===== src/rtl/timer_pkg.sv =====
// Shared types and defaults for the multi-channel timer.
package timer_pkg;

    typedef enum logic [1:0] {
        IDLE = 2'd0,
        RUN  = 2'd1,
        DONE = 2'd2
    } ch_state_t;

    localparam int NUM_CH_DEF  = 4;
    localparam int CNT_W_DEF   = 16;
    localparam int PRESC_W_DEF = 8;

endpackage


===== src/rtl/timer_multich_channel.sv =====
// One timer channel: FSM, up-counter, period match and sticky flag.
module timer_channel
    import timer_pkg::*;
#(
    parameter int CNT_W = CNT_W_DEF
) (
    input  logic             chosen_clk,
    input  logic             rst,
    input  logic             tick,
    input  logic             en,
    input  logic             cont,
    input  logic [CNT_W-1:0] period,
    input  logic             clr,
    output logic             timer_out,
    output logic             irq_flag,
    output logic             ch_done,
    output logic [CNT_W-1:0] cnt
);

    ch_state_t state, state_nx;
    logic      match;

    // >= rather than == so a shrunk period still matches on the next tick
    assign match = en && (state == RUN) && tick && (cnt >= period);

    always_ff @(posedge chosen_clk or posedge rst) begin
        if (rst) state <= IDLE;
        else     state <= state_nx;
    end

    always_comb begin
        state_nx = state;
        if (!en) begin
            state_nx = IDLE;
        end else begin
            unique case (state)
                IDLE:    state_nx = RUN;
                RUN:     if (match && !cont) state_nx = DONE;
                DONE:    state_nx = DONE;
                default: state_nx = IDLE;
            endcase
        end
    end

    always_ff @(posedge chosen_clk or posedge rst) begin
        if (rst) begin
            cnt       <= '0;
            timer_out <= 1'b0;
            ch_done   <= 1'b0;
        end else begin
            timer_out <= match;
            if (!en || state == IDLE) begin
                cnt     <= '0;
                ch_done <= 1'b0;
            end else if (state == RUN && tick) begin
                if (match) begin
                    if (cont) cnt <= '0;
                    else      ch_done <= 1'b1;
                end else begin
                    cnt <= cnt + 1'b1;
                end
            end
        end
    end

    // a coincident clear loses to a new match
    always_ff @(posedge chosen_clk or posedge rst) begin
        if (rst)        irq_flag <= 1'b0;
        else if (match) irq_flag <= 1'b1;
        else if (clr)   irq_flag <= 1'b0;
    end

endmodule


===== src/rtl/timer_multich.sv =====
// Multi-channel timer: input sync, shared prescaler, channels, irq.
module timer_multich
    import timer_pkg::*;
#(
    parameter int NUM_CH  = NUM_CH_DEF,
    parameter int CNT_W   = CNT_W_DEF,
    parameter int PRESC_W = PRESC_W_DEF
) (
    input  logic                    chosen_clk,
    input  logic                    rst,
    input  logic [NUM_CH-1:0]       ch_en,
    input  logic [NUM_CH-1:0]       ch_cont,
    input  logic [NUM_CH*CNT_W-1:0] period_flat,
    input  logic [PRESC_W-1:0]      prescale,
    input  logic [NUM_CH-1:0]       irq_clr,
    input  logic [NUM_CH-1:0]       irq_mask,
    output logic [NUM_CH-1:0]       timer_out,
    output logic [NUM_CH-1:0]       irq_flag,
    output logic [NUM_CH-1:0]       ch_done,
    output logic [NUM_CH*CNT_W-1:0] cnt_flat,
    output logic                    irq
);

    logic [NUM_CH-1:0]       en_sync;
    logic [NUM_CH-1:0]       cont_sync;
    logic [NUM_CH*CNT_W-1:0] period_sync;
    logic [PRESC_W-1:0]      presc_sync;
    logic [PRESC_W-1:0]      presc_cnt;
    logic                    any_en;
    logic                    tick;

    always_ff @(posedge chosen_clk or posedge rst) begin
        if (rst) begin
            en_sync     <= '0;
            cont_sync   <= '0;
            period_sync <= '0;
            presc_sync  <= '0;
        end else begin
            en_sync     <= ch_en;
            cont_sync   <= ch_cont;
            period_sync <= period_flat;
            presc_sync  <= prescale;
        end
    end

    assign any_en = |en_sync;
    assign tick   = any_en && (presc_cnt >= presc_sync);

    always_ff @(posedge chosen_clk or posedge rst) begin
        if (rst)               presc_cnt <= '0;
        else if (!any_en)      presc_cnt <= '0;
        else if (tick)         presc_cnt <= '0;
        else                   presc_cnt <= presc_cnt + 1'b1;
    end

    for (genvar i = 0; i < NUM_CH; i++) begin : g_ch
        timer_channel #(
            .CNT_W(CNT_W)
        ) u_ch (
            .chosen_clk(chosen_clk),
            .rst       (rst),
            .tick      (tick),
            .en        (en_sync[i]),
            .cont      (cont_sync[i]),
            .period    (period_sync[i*CNT_W +: CNT_W]),
            .clr       (irq_clr[i]),
            .timer_out (timer_out[i]),
            .irq_flag  (irq_flag[i]),
            .ch_done   (ch_done[i]),
            .cnt       (cnt_flat[i*CNT_W +: CNT_W])
        );
    end

    always_ff @(posedge chosen_clk or posedge rst) begin
        if (rst) irq <= 1'b0;
        else     irq <= |(irq_flag & irq_mask);
    end

endmodule


===== config.mk =====
export PLATFORM = sky130hd
export DESIGN_NAME = timer_multich
export DESIGN_NICKNAME = d
export VERILOG_FILES = /design/src/rtl/timer_pkg.sv /design/src/rtl/timer_multich_channel.sv /design/src/rtl/timer_multich.sv
export SDC_FILE = /design/constraint.sdc
export NUM_CORES = 1
export LEC_CHECK = 0
export CORE_UTILIZATION = 40
export CTS_BUF_LIST = sky130_fd_sc_hd__clkbuf_16
export CTS_CLUSTER_SIZE = 8
export DETAILED_ROUTE_END_ITERATION = 10
export PLACE_DENSITY = 0.61
export SETUP_SLACK_MARGIN = 0.3
export SKIP_LAST_GASP = 1
export SLEW_MARGIN = 20
export SYNTH_ARGS = -nofsm -noshare
export SYNTH_HDL_FRONTEND = slang
export SYNTH_SLANG_ARGS = --single-unit

===== constraint.sdc =====
create_clock -name chosen_clk -period 7.9 [get_ports chosen_clk]
set_input_delay 1.58 -clock chosen_clk [delete_from_list [all_inputs] [get_ports chosen_clk]]
set_output_delay 1.58 -clock chosen_clk [all_outputs]
set_load 0.1 [all_outputs]

==> key figures, run 1 <==
Setup path
  • Critical path arrival: around 2200 ps
  • CP Max Fanout: 8
  • Worst reg-to-reg setup slack: about 4600 ps
  • Critical Path RT: ~6300 ps
  • Reg2reg end: g_ch[3].u_ch.cnt[0]$_DFFE_PP0P_
  • Slowest cell on crit path: clkdlybuf4s50_1
  • Critical Path Sink Type: output port
  • Worst path cell trace: clkdlybuf4s50_1
  • CP Launch Type: register
  • CP peak stage delay: ~1200 ps
  • Top delay family on crit path: buffers and inverters
  • Worst Path Class, Setup: reg2out
  • Critical R2R Launch: presc_cnt[0]$_DFF_PP0_
  • WP buf/inv: 1
  • Crit path launch: g_ch[1].u_ch.cnt[7]$_DFFE_PP0P_
  • Reg2reg path depth: 9
  • Setup crit end: cnt_flat[23]
  • Crit path depth: 1

STA
  • Post-Route Setup TNS: 0 ps
  • Worst-Margin Slew: roughly 1100 ps
  • Final hold violation count: 0
  • RSZ-0062 raised after global routing: false
  • Clock skew: approximately 9.7 ps
  • Maximum clock rate: roughly 270 MHz
  • Worst slew margin: 29.7%
  • Fin crit share: 47.2%
  • Setup violations, final: 0
  • Max Slew Vio Count: 0
  • Min Tclk post-route: roughly 3700 ps

Drt
  • DRT Pass-1 Iters: 5
  • Vias: roughly 8000
  • Drc violations: 0
  • Drt total wl: 23.4 mm
  • Routed Antenna Nets: 0
  • Routed vias/inst: roughly 5.4
  • Initial DRC Count: slightly above 500
  • Wirelength per Cell: around 16 µm

Die
  • IO Count: ~170
  • Site Rows: between 50 and 60
  • Core area: approximately 0.024 mm²
  • Starting density of the core: between 40 and 50%
  • DIE HEIGHT: roughly 160 µm
  • Die area: about 0.025 mm²
  • Die Span X: between 150 and 200 µm

Global route
  • GRT met2 Usage: a little under a third
  • Number of antenna violations at the first check in global routing: 0
  • GRT busiest layer: met2
  • Grt ovf: 0
  • First-pass GRT wire length: between 30 and 40 mm
  • Routing usage on met1: between 20% and 30%
  • Met3 usage: 3.61%
  • Vias in the first global route: ~7600
  • Largest net degree at the start of global routing: 100
  • GRT Util Overall: 19.8%

Power
  • Clock Power Share: a little under two fifths
  • Psw: 702 µW
  • Leakage: between 0.005 and 0.006 µW
  • P_int: 1610 µW
  • Comb pwr share: approximately a fifth
  • Pwr Density: ~190 mW/mm²
  • Switch share: 30.4%
  • VDD IR-drop max: approximately 0.11 mV
  • Sequential Power Share: 42.6%
  • Pwr Total: 2310 µW

Logic synthesis
  • Mapped cell area: ~0.0096 mm²
  • Synth top area share: 45.0%
  • Syn Nets: approximately 1200
  • Fraction of the yosys area taken by sequential cells: a little under half
  • Post-Synthesis Mean Instance Area: between 9 and 10 µm²
  • Predominant post-synthesis flop cell: dfrtp_1
  • Number of synthesized flops with an enable pin: 0
  • Cells after Synth: just over 1000
  • Area leader, netlist: dfrtp_1
  • Async SR Flop Fraction: 100%
  • Ys Warns: 0
  • Seq cells post-synth: roughly 170
  • Unique masters post-synth: between 50 and 60
  • Synth area leaders: dfrtp_1, ha_1, inv_1

Clock network
  • Clock transition at path regs: 70 ps
  • Post-CTS sizing: 0
  • Total clock sinks: 173
  • CTS tree: done
  • Clock Latency Late Sink: ~430 ps
  • H-tree depth: 4
  • CTS buffer count: 17
  • CTS Root Cell: clkbuf_16
  • Post-CTS setup buffer count: 0
  • Clock buffer depth: 2
  • CTS Hold Buffers Added: 0

Placed design
  • HPWL Detailed: between 15 and 20 mm
  • Cells after DPL: 1451
  • Post-place instance area: roughly 0.012 mm²
  • Port bufs: approximately 170
  • RePlAce Congestion: between 0.8 and 0.9

Cells and area
  • Share of post-route cells with drive strength above 1: between 4 and 5%
  • Synth-to-Final Area Change: 25.8%
  • Final std cells w/o fill: approximately 1500
  • Post-route cell area: around 0.012 mm²
  • Register area: roughly 0.0043 mm²
  • Most frequent cells in the layout: dfrtp_1, clkdlybuf4s50_1, inv_1, ha_1, nand2_1
  • Filler Cells Inserted: approximately 2200
  • Antenna Cells: 0
  • Nets@finish: between 1000 and 1500
  • Multi-input gate area: about 0.0047 mm²
  • Commonest non-fill, non-tap cell in the layout: dfrtp_1

Run status
  • Outcome: finished clean

Job
  • Max Cap Viol: 0

Min path
  • Hold Crit Class: reg2reg
==> cells by family after synthesis <==
group / count (synthesis) / synth area share (%)
muxes: 12 / 1.31
DFF: 173 / 45.0
xor gates and xnor gates: 6 / 0.546
and+or+nand+nor: 339 / 18.0
adders and majority gates: 89 / 11.6
buffers and inverters: 154 / 6.62
AOI/OAI and AO/OA: 238 / 17.0
==> cell usage after synthesis, drive strengths merged (10+ instances only) <==
cell type and instances:
nand4 52, nand3 58, dfrtp 173, nand2 88
nor3 21, buf 25, ha 89, nor4 10
a21o 32, inv 102, clkbuf 27, and2 10
o211ai 24, nor2 43, a211oi 17, a21oi 45
o2111ai 23, o21ai 46, and3 16
==> power groups by stage <==
stage	combinational (µW)	clock [µW]	sequential [µW]
4_1_cts	464	889	983
2_1_floorplan	320	0	989
6_report	462	864	983
3_3_place_gp	450	0	999
3_5_place_dp	461	0	999
5_1_grt	524	925	990
==> per-stage QoR <==
step	utilization [%]	hold slack [ps]	worst slack, ps
after global placement	48.8	477	4040
final	51.4	515	4170
after detailed placement	48.9	505	4050
after floorplan	-	464	1630
after global routing	51.4	534	4110
after CTS	51.4	521	4150
==> flip-flops by register name (all words and copies together) (netlist names) <==
register / flops
presc_cnt: 8
g_ch.u_ch.ch_done: 4
g_ch.u_ch.timer_out: 4
presc_sync: 8
period_sync: 64
cont_sync: 4
g_ch.u_ch.cnt: 64
g_ch.u_ch.irq_flag: 4
irq: 1
en_sync: 4
g_ch.u_ch.state: 8
==> metal layers <==
metal  vias to the layer above  share of wire [%]
li1                       3942                  -
met1                      3855                 48
met2                       179                 46
met3                        17                4.3
met4                         0                1.0
met5                         -                  0
==> worst min path at each step <==
stage | end | slack [ps] | startpoint | cells past startpoint
floorplan | g_ch[3].u_ch.ch_done$_DFFE_PP0P_ | 460 | g_ch[3].u_ch.ch_done$_DFFE_PP0P_ | 2
detailed placement | g_ch[2].u_ch.irq_flag$_DFFE_PP0P_ | 510 | g_ch[2].u_ch.irq_flag$_DFFE_PP0P_ | 1
CTS | g_ch[2].u_ch.irq_flag$_DFFE_PP0P_ | 520 | g_ch[2].u_ch.irq_flag$_DFFE_PP0P_ | 1
finish | g_ch[0].u_ch.ch_done$_DFFE_PP0P_ | 510 | g_ch[0].u_ch.ch_done$_DFFE_PP0P_ | 1
global placement | g_ch[0].u_ch.ch_done$_DFFE_PP0P_ | 480 | g_ch[0].u_ch.ch_done$_DFFE_PP0P_ | 1
global route | g_ch[0].u_ch.ch_done$_DFFE_PP0P_ | 530 | g_ch[0].u_ch.ch_done$_DFFE_PP0P_ | 1
==> layout make-up <==
cell class | count | area share, %
multi-input cells | 684 | 38.6
flip-flops and latches | 173 | 35.8
repair buffers | 173 | 14.2
clock buffers | 17 | 3.52
well taps | 319 | 3.30
inverters | 102 | 3.21
clock inverters | 15 | 1.41
(Power assumes the default switching activity.)
==> run 2: changes to the inputs <==
- PLACE_DENSITY: 0.61 -> 0.64
- clock period: 7.9 -> 3 ns (I/O delays scaled with it)
==> key figures, run 2 (synthesis gave the netlist of run 1 again) <==
STA
  • Min Tclk post-route: ~2500 ps
  • Max Slew Vio Count: 0
  • Final setup margin: 455 ps
  • RSZ-0062 raised after global routing: true
  • Setup violations, final: 0
  • Maximum clock rate: 393 MHz
  • Clock skew: 15.0 ps
  • Fin crit share: 84.8%
  • Worst-Margin Slew: 672 ps
  • Worst slew margin: about 55%
  • Post-Route Setup TNS: 0 ps
  • Final hold violation count: 0

Cells and area
  • Top flop regs: g_ch.u_ch.cnt x64, period_sync x64
  • Antenna Cells: 0
  • Share of post-route cells with drive strength above 1: around 18%
  • Nets@finish: between 1000 and 1500
  • Most frequent cells in the layout: dfrtp_1, buf_4, inv_1, ha_1, clkdlybuf4s50_1
  • Commonest non-fill, non-tap cell in the layout: dfrtp_1
  • Final std cells w/o fill: approximately 1500
  • Synth-to-Final Area Change: 27.6%

Die
  • DIE HEIGHT: about 160 µm
  • Die area: ~0.025 mm²
  • Core area: 0.0235 mm²
  • Starting density of the core: between 40% and 50%
  • Die Span X: around 160 µm
  • Site Rows: 56
  • IO Count: about 170

Setup path
  • Worst path cell trace: inv_1 -> ha_1 -> nand2b_1 -> a2111oi_1 -> buf_4 -> o31ai_4 -> buf_12 -> and3_2 -> and3_1 -> a21o_1
  • WP buf/inv: 3
  • CP Launch Type: register
  • Critical Path Sink Type: register
  • Top delay family on crit path: simple AND/OR/NAND/NOR gates
  • Critical Path RT: about 3300 ps
  • Critical path arrival: around 2900 ps
  • Worst Path Class, Setup: reg2reg
  • Critical R2R Launch: presc_cnt[0]$_DFF_PP0_
  • CP peak stage delay: about 430 ps
  • CP Max Fanout: 42
  • Crit path launch: presc_cnt[0]$_DFF_PP0_
  • Slowest cell on crit path: dfrtp_1

Placed design
  • Port bufs: around 170
  • Post-place setup slack: ~340 ps
  • RePlAce Congestion: about 0.81
  • Cells after DPL: approximately 1500
  • HPWL Detailed: approximately 17 mm

Drt
  • Initial DRC Count: 446
  • Routed Antenna Nets: 0
  • Drt total wl: 23.8 mm
  • Vias: approximately 8100
  • DRT Pass-1 Iters: 5
  • Routed vias/inst: 5.40
  • Wirelength per Cell: 15.8 µm
  • Drc violations: 0

Clock network
  • Total clock sinks: between 150 and 200
  • Clock transition at path regs: 70 ps
  • CTS buffer count: 17
  • CTS Hold Buffers Added: 0
  • CTS Root Cell: clkbuf_16
  • Clock Latency Late Sink: ~430 ps
  • CTS tree: done
  • Clock buffer depth: 2
  • H-tree depth: 4

Power
  • Switch share: 29.9%
  • Clock Power Share: between 30% and 40%
  • Leakage: between 0.005 and 0.006 µW
  • P_int: between 4000 and 5000 µW
  • Sequential Power Share: 41.4%
  • VDD IR-drop max: 0.271 mV
  • Psw: 1870 µW
  • Pwr Total: approximately 6300 µW
  • Comb pwr share: between 20% and 30%
  • Pwr Density: just over 500 mW/mm²

Global route
  • Number of antenna violations at the first check in global routing: 0
  • First-pass GRT wire length: 39.2 mm
  • Grt ovf: 0
  • Vias in the first global route: 7621
  • GRT Util Overall: about 20%
  • Largest net degree at the start of global routing: 74

Run status
  • Outcome: finished clean

Min path
  • Hold Crit Class: in2async

Job
  • Max Cap Viol: 0
-- run 2: worst reg2reg max path: stages, from the launching register on --
cell       delay [ps]
dfrtp_1           430
inv_1              70
ha_1              260
nand2b_1          140
a2111oi_1         380
buf_4             180
o31ai_4            60
buf_12            200
and3_2            340
and3_1            240
a21o_1            150
-- run 2: cell type report --
cell class / instances / area [µm²]
inverter: 102 / 387
clock inverter: 15 / 198
multi-input combinational: 684 / 4750
tap: 319 / 399
sequential: 173 / 4380
timing repair buffer: 198 / 1730
fill: 2186 / 11300
clock buffer: 17 / 425
-- run 2: repair_timing --
item                       CTS  global route
setup buffers                0             0
setup endpoints to repair    0            60
resized for setup            0            15
-- run 2: path summary, 6_finish.rpt --
| path | end | slack, ps | cells past startpoint |
|---|---|---|---|
| max in group asynchronous | g_ch[1].u_ch.cnt[0]$_DFFE_PP0P_ | 1810 | 4 |
| min | g_ch[1].u_ch.cnt[1]$_DFFE_PP0P_ | 480 | 2 |
| min reg2reg | g_ch[0].u_ch.ch_done$_DFFE_PP0P_ | 490 | 1 |
| max reg2reg | g_ch[0].u_ch.irq_flag$_DFFE_PP0P_ | 450 | 10 |
| max | g_ch[0].u_ch.irq_flag$_DFFE_PP0P_ | 450 | 10 |
| min in group chosen_clk | g_ch[0].u_ch.ch_done$_DFFE_PP0P_ | 490 | 1 |
-- run 2: stage by stage --
stage / utilization (%) / hold slack (ps) / cell area [µm²]
after global routing: 52.1 / 512 / 12300
final: 52.1 / 476 / 12300
after detailed placement: 49.2 / 481 / 11600
after CTS: 51.9 / 468 / 12200
after global placement: 49.2 / 476 / 11600
after floorplan: - / 464 / 9690
-- run 2: power groups by stage --
stage                     clock network (µW)  logic [µW]  registers, µW
final                                   2370        1300           2590
after detailed placement                   0        1280           2630
after global placement                     0        1260           2630
after global routing                    2530        1460           2610
after CTS                               2440        1290           2590
after floorplan                            0         849           2610
-- run 2: routing by layer --
metal / up-vias / global-route usage, % / share of wire (%)
li1: 4001 / - / -
met3: 29 / 3.30 / 4.7
met2: 206 / 32.6 / 47
met1: 3904 / 27.4 / 47
met5: - / 0 / 0
met4: 0 / 6.15 / 1.4
==> run 3: changes to the inputs <==
- PLACE_DENSITY: 0.64 -> 0.61
- clock period: 3 -> 2.6 ns (I/O delays scaled with it)
==> key figures, run 3 (synthesis gave the netlist of run 1 again) <==
Setup path
  • WP buf/inv: 1
  • Critical Path RT: slightly below 3000 ps
  • Worst reg-to-reg setup slack: between 150 and 200 ps
  • Slowest cell on crit path: dfrtp_2
  • Top delay family on crit path: simple AND/OR/NAND/NOR gates
  • Critical Path Sink Type: register
  • CP peak stage delay: approximately 400 ps
  • Critical R2R Launch: g_ch[3].u_ch.cnt[0]$_DFFE_PP0P_
  • Worst path cell trace: inv_2 -> ha_4 -> nand2b_4 -> a2111o_1 -> a32o_2 -> or3_4 -> or4_1 -> o21ai_1
  • Reg2reg path depth: 8
  • Critical path arrival: roughly 2800 ps
  • CP Launch Type: register
  • Reg2reg end: g_ch[3].u_ch.cnt[10]$_DFFE_PP0P_
  • Worst Path Class, Setup: reg2reg
  • CP Max Fanout: 5

Power
  • Comb pwr share: 25.9%
  • Sequential Power Share: 40.1%
  • Clock Power Share: between 30% and 40%
  • Psw: 2390 µW
  • P_int: approximately 5000 µW
  • Pwr Density: 549 mW/mm²
  • Leakage: slightly below 0.006 µW
  • Pwr Total: between 7000 and 8000 µW
  • Switch share: 32.3%
  • VDD IR-drop max: between 0.2 and 0.3 mV

Drt
  • Routed Antenna Nets: 0
  • Wirelength per Cell: ~16 µm
  • Initial DRC Count: about 640
  • Vias: 8475
  • DRT Pass-1 Iters: 5
  • Routed vias/inst: 5.35
  • Drt total wl: approximately 26 mm
  • Drc violations: 0

Clock network
  • H-tree depth: 4
  • CTS tree: done
  • CTS Hold Buffers Added: 0
  • Total clock sinks: 173
  • CTS buffer count: 17
  • CTS Root Cell: clkbuf_16
  • Clock buffer depth: 2
  • Clock transition at path regs: 70 ps
  • Clock Latency Late Sink: approximately 430 ps

Placed design
  • Cells after DPL: between 1500 and 2000
  • HPWL Detailed: roughly 18 mm
  • Post-place instance area: ~0.012 mm²
  • RePlAce Congestion: approximately 0.80
  • Port bufs: roughly 170

STA
  • Final hold violation count: 0
  • Setup violations, final: 0
  • Min Tclk post-route: around 2400 ps
  • Maximum clock rate: ~410 MHz
  • Fin crit share: a little over nine tenths
  • Worst slew margin: 54.2%
  • Worst-Margin Slew: around 690 ps
  • RSZ-0062 raised after global routing: true
  • Max Slew Vio Count: 0
  • Clock skew: 10.1 ps
  • Post-Route Setup TNS: 0 ps

Global route
  • GRT Util Overall: 21.1%
  • Largest net degree at the start of global routing: 70
  • Grt ovf: 0
  • First-pass GRT wire length: around 40 mm
  • Vias in the first global route: roughly 8000
  • Number of antenna violations at the first check in global routing: 0

Die
  • Die area: approximately 0.025 mm²
  • DIE HEIGHT: around 160 µm
  • Core area: between 0.02 and 0.025 mm²
  • Die Span X: roughly 160 µm
  • Starting density of the core: approximately two fifths
  • IO Count: around 170
  • Site Rows: 56

Cells and area
  • Final std cells w/o fill: ~1600
  • Share of post-route cells with drive strength above 1: between 30% and 40%
  • Antenna Cells: 0
  • Synth-to-Final Area Change: 40.4%
  • Top flop regs: g_ch.u_ch.cnt x64, period_sync x64
  • Commonest non-fill, non-tap cell in the layout: buf_4
  • Post-route cell area: 0.0135 mm²
  • Nets@finish: ~1400
  • Most frequent cells in the layout: buf_4, dfrtp_1, inv_1, clkdlybuf4s50_1, nand2_1

Min path
  • Hold Crit Class: in2async

Run status
  • Outcome: finished clean

Job
  • Max Cap Viol: 0
## run 3: repair_timing
| action | 4_1_cts | 5_1_grt |
|---|---|---|
| gates cloned | 1 | 2 |
| setup buffers | 12 | 32 |
| pin swaps | 15 | 24 |
| setup endpoints to repair | 92 | 73 |
| gates resized for setup | 32 | 58 |
## run 3: worst max-delay path by stage
stage                               startpoint                          endpoint  depth (start not counted)
6_report       g_ch[3].u_ch.cnt[0]$_DFFE_PP0P_  g_ch[3].u_ch.cnt[10]$_DFFE_PP0P_                          8
5_1_grt        g_ch[3].u_ch.cnt[0]$_DFFE_PP0P_   g_ch[3].u_ch.cnt[7]$_DFFE_PP0P_                          8
4_1_cts        g_ch[3].u_ch.cnt[0]$_DFFE_PP0P_   g_ch[3].u_ch.cnt[8]$_DFFE_PP0P_                          8
3_5_place_dp            presc_cnt[0]$_DFF_PP0_   g_ch[3].u_ch.cnt[0]$_DFFE_PP0P_                          9
3_3_place_gp            presc_cnt[0]$_DFF_PP0_   g_ch[3].u_ch.cnt[0]$_DFFE_PP0P_                          9
2_1_floorplan                              rst   g_ch[0].u_ch.cnt[0]$_DFFE_PP0P_                          1
## run 3: area by class of cell
cell class	count	area, µm²
clock buffer	17	425
clock inverter	15	138
tap	319	399
timing repair buffer	271	2360
multi-input combinational	686	5380
sequential	173	4410
inverter	102	387
fill	2106	10000
## run 3: worst register-to-register path: cells and delay by family (launching register included)
family / cells / cell delay, ps
and+or+nand+nor: 3 / 930
buffers and inverters: 1 / 80
DFF: 1 / 410
AOI/OAI and AO/OA: 3 / 780
adders and majority gates: 1 / 190
## run 3: stage by stage
| stage | worst slack [ps] | hold WS, ps | utilization [%] |
|---|---|---|---|
| after global routing | 68.7 | 363 | 57.3 |
| after detailed placement | -44.3 | 498 | 51.4 |
| after floorplan | -315 | 464 | - |
| after global placement | 28.9 | 506 | 51.4 |
| final | 153 | 355 | 57.3 |
| after CTS | 139 | 342 | 54.9 |
## run 3: power by group through the flow
stage / combinational [µW] / clock [µW] / sequential, µW
global route: 2120 / 2710 / 2990
finish: 1920 / 2520 / 2970
CTS: 1720 / 2590 / 2980
detailed placement: 1580 / 0 / 3020
global placement: 1540 / 0 / 3020
floorplan: 1040 / 0 / 3010
## run 3: routing by layer
| layer | track usage, % | vias to the layer above | wire length (µm) |
|---|---|---|---|
| met3 | 3.66 | 22 | 1300 |
| li1 | - | 4146 | - |
| met5 | 0 | - | 0 |
| met4 | 5.73 | 0 | 310 |
| met2 | 33.5 | 238 | 12400 |
| met1 | 29.5 | 4069 | 11900 |
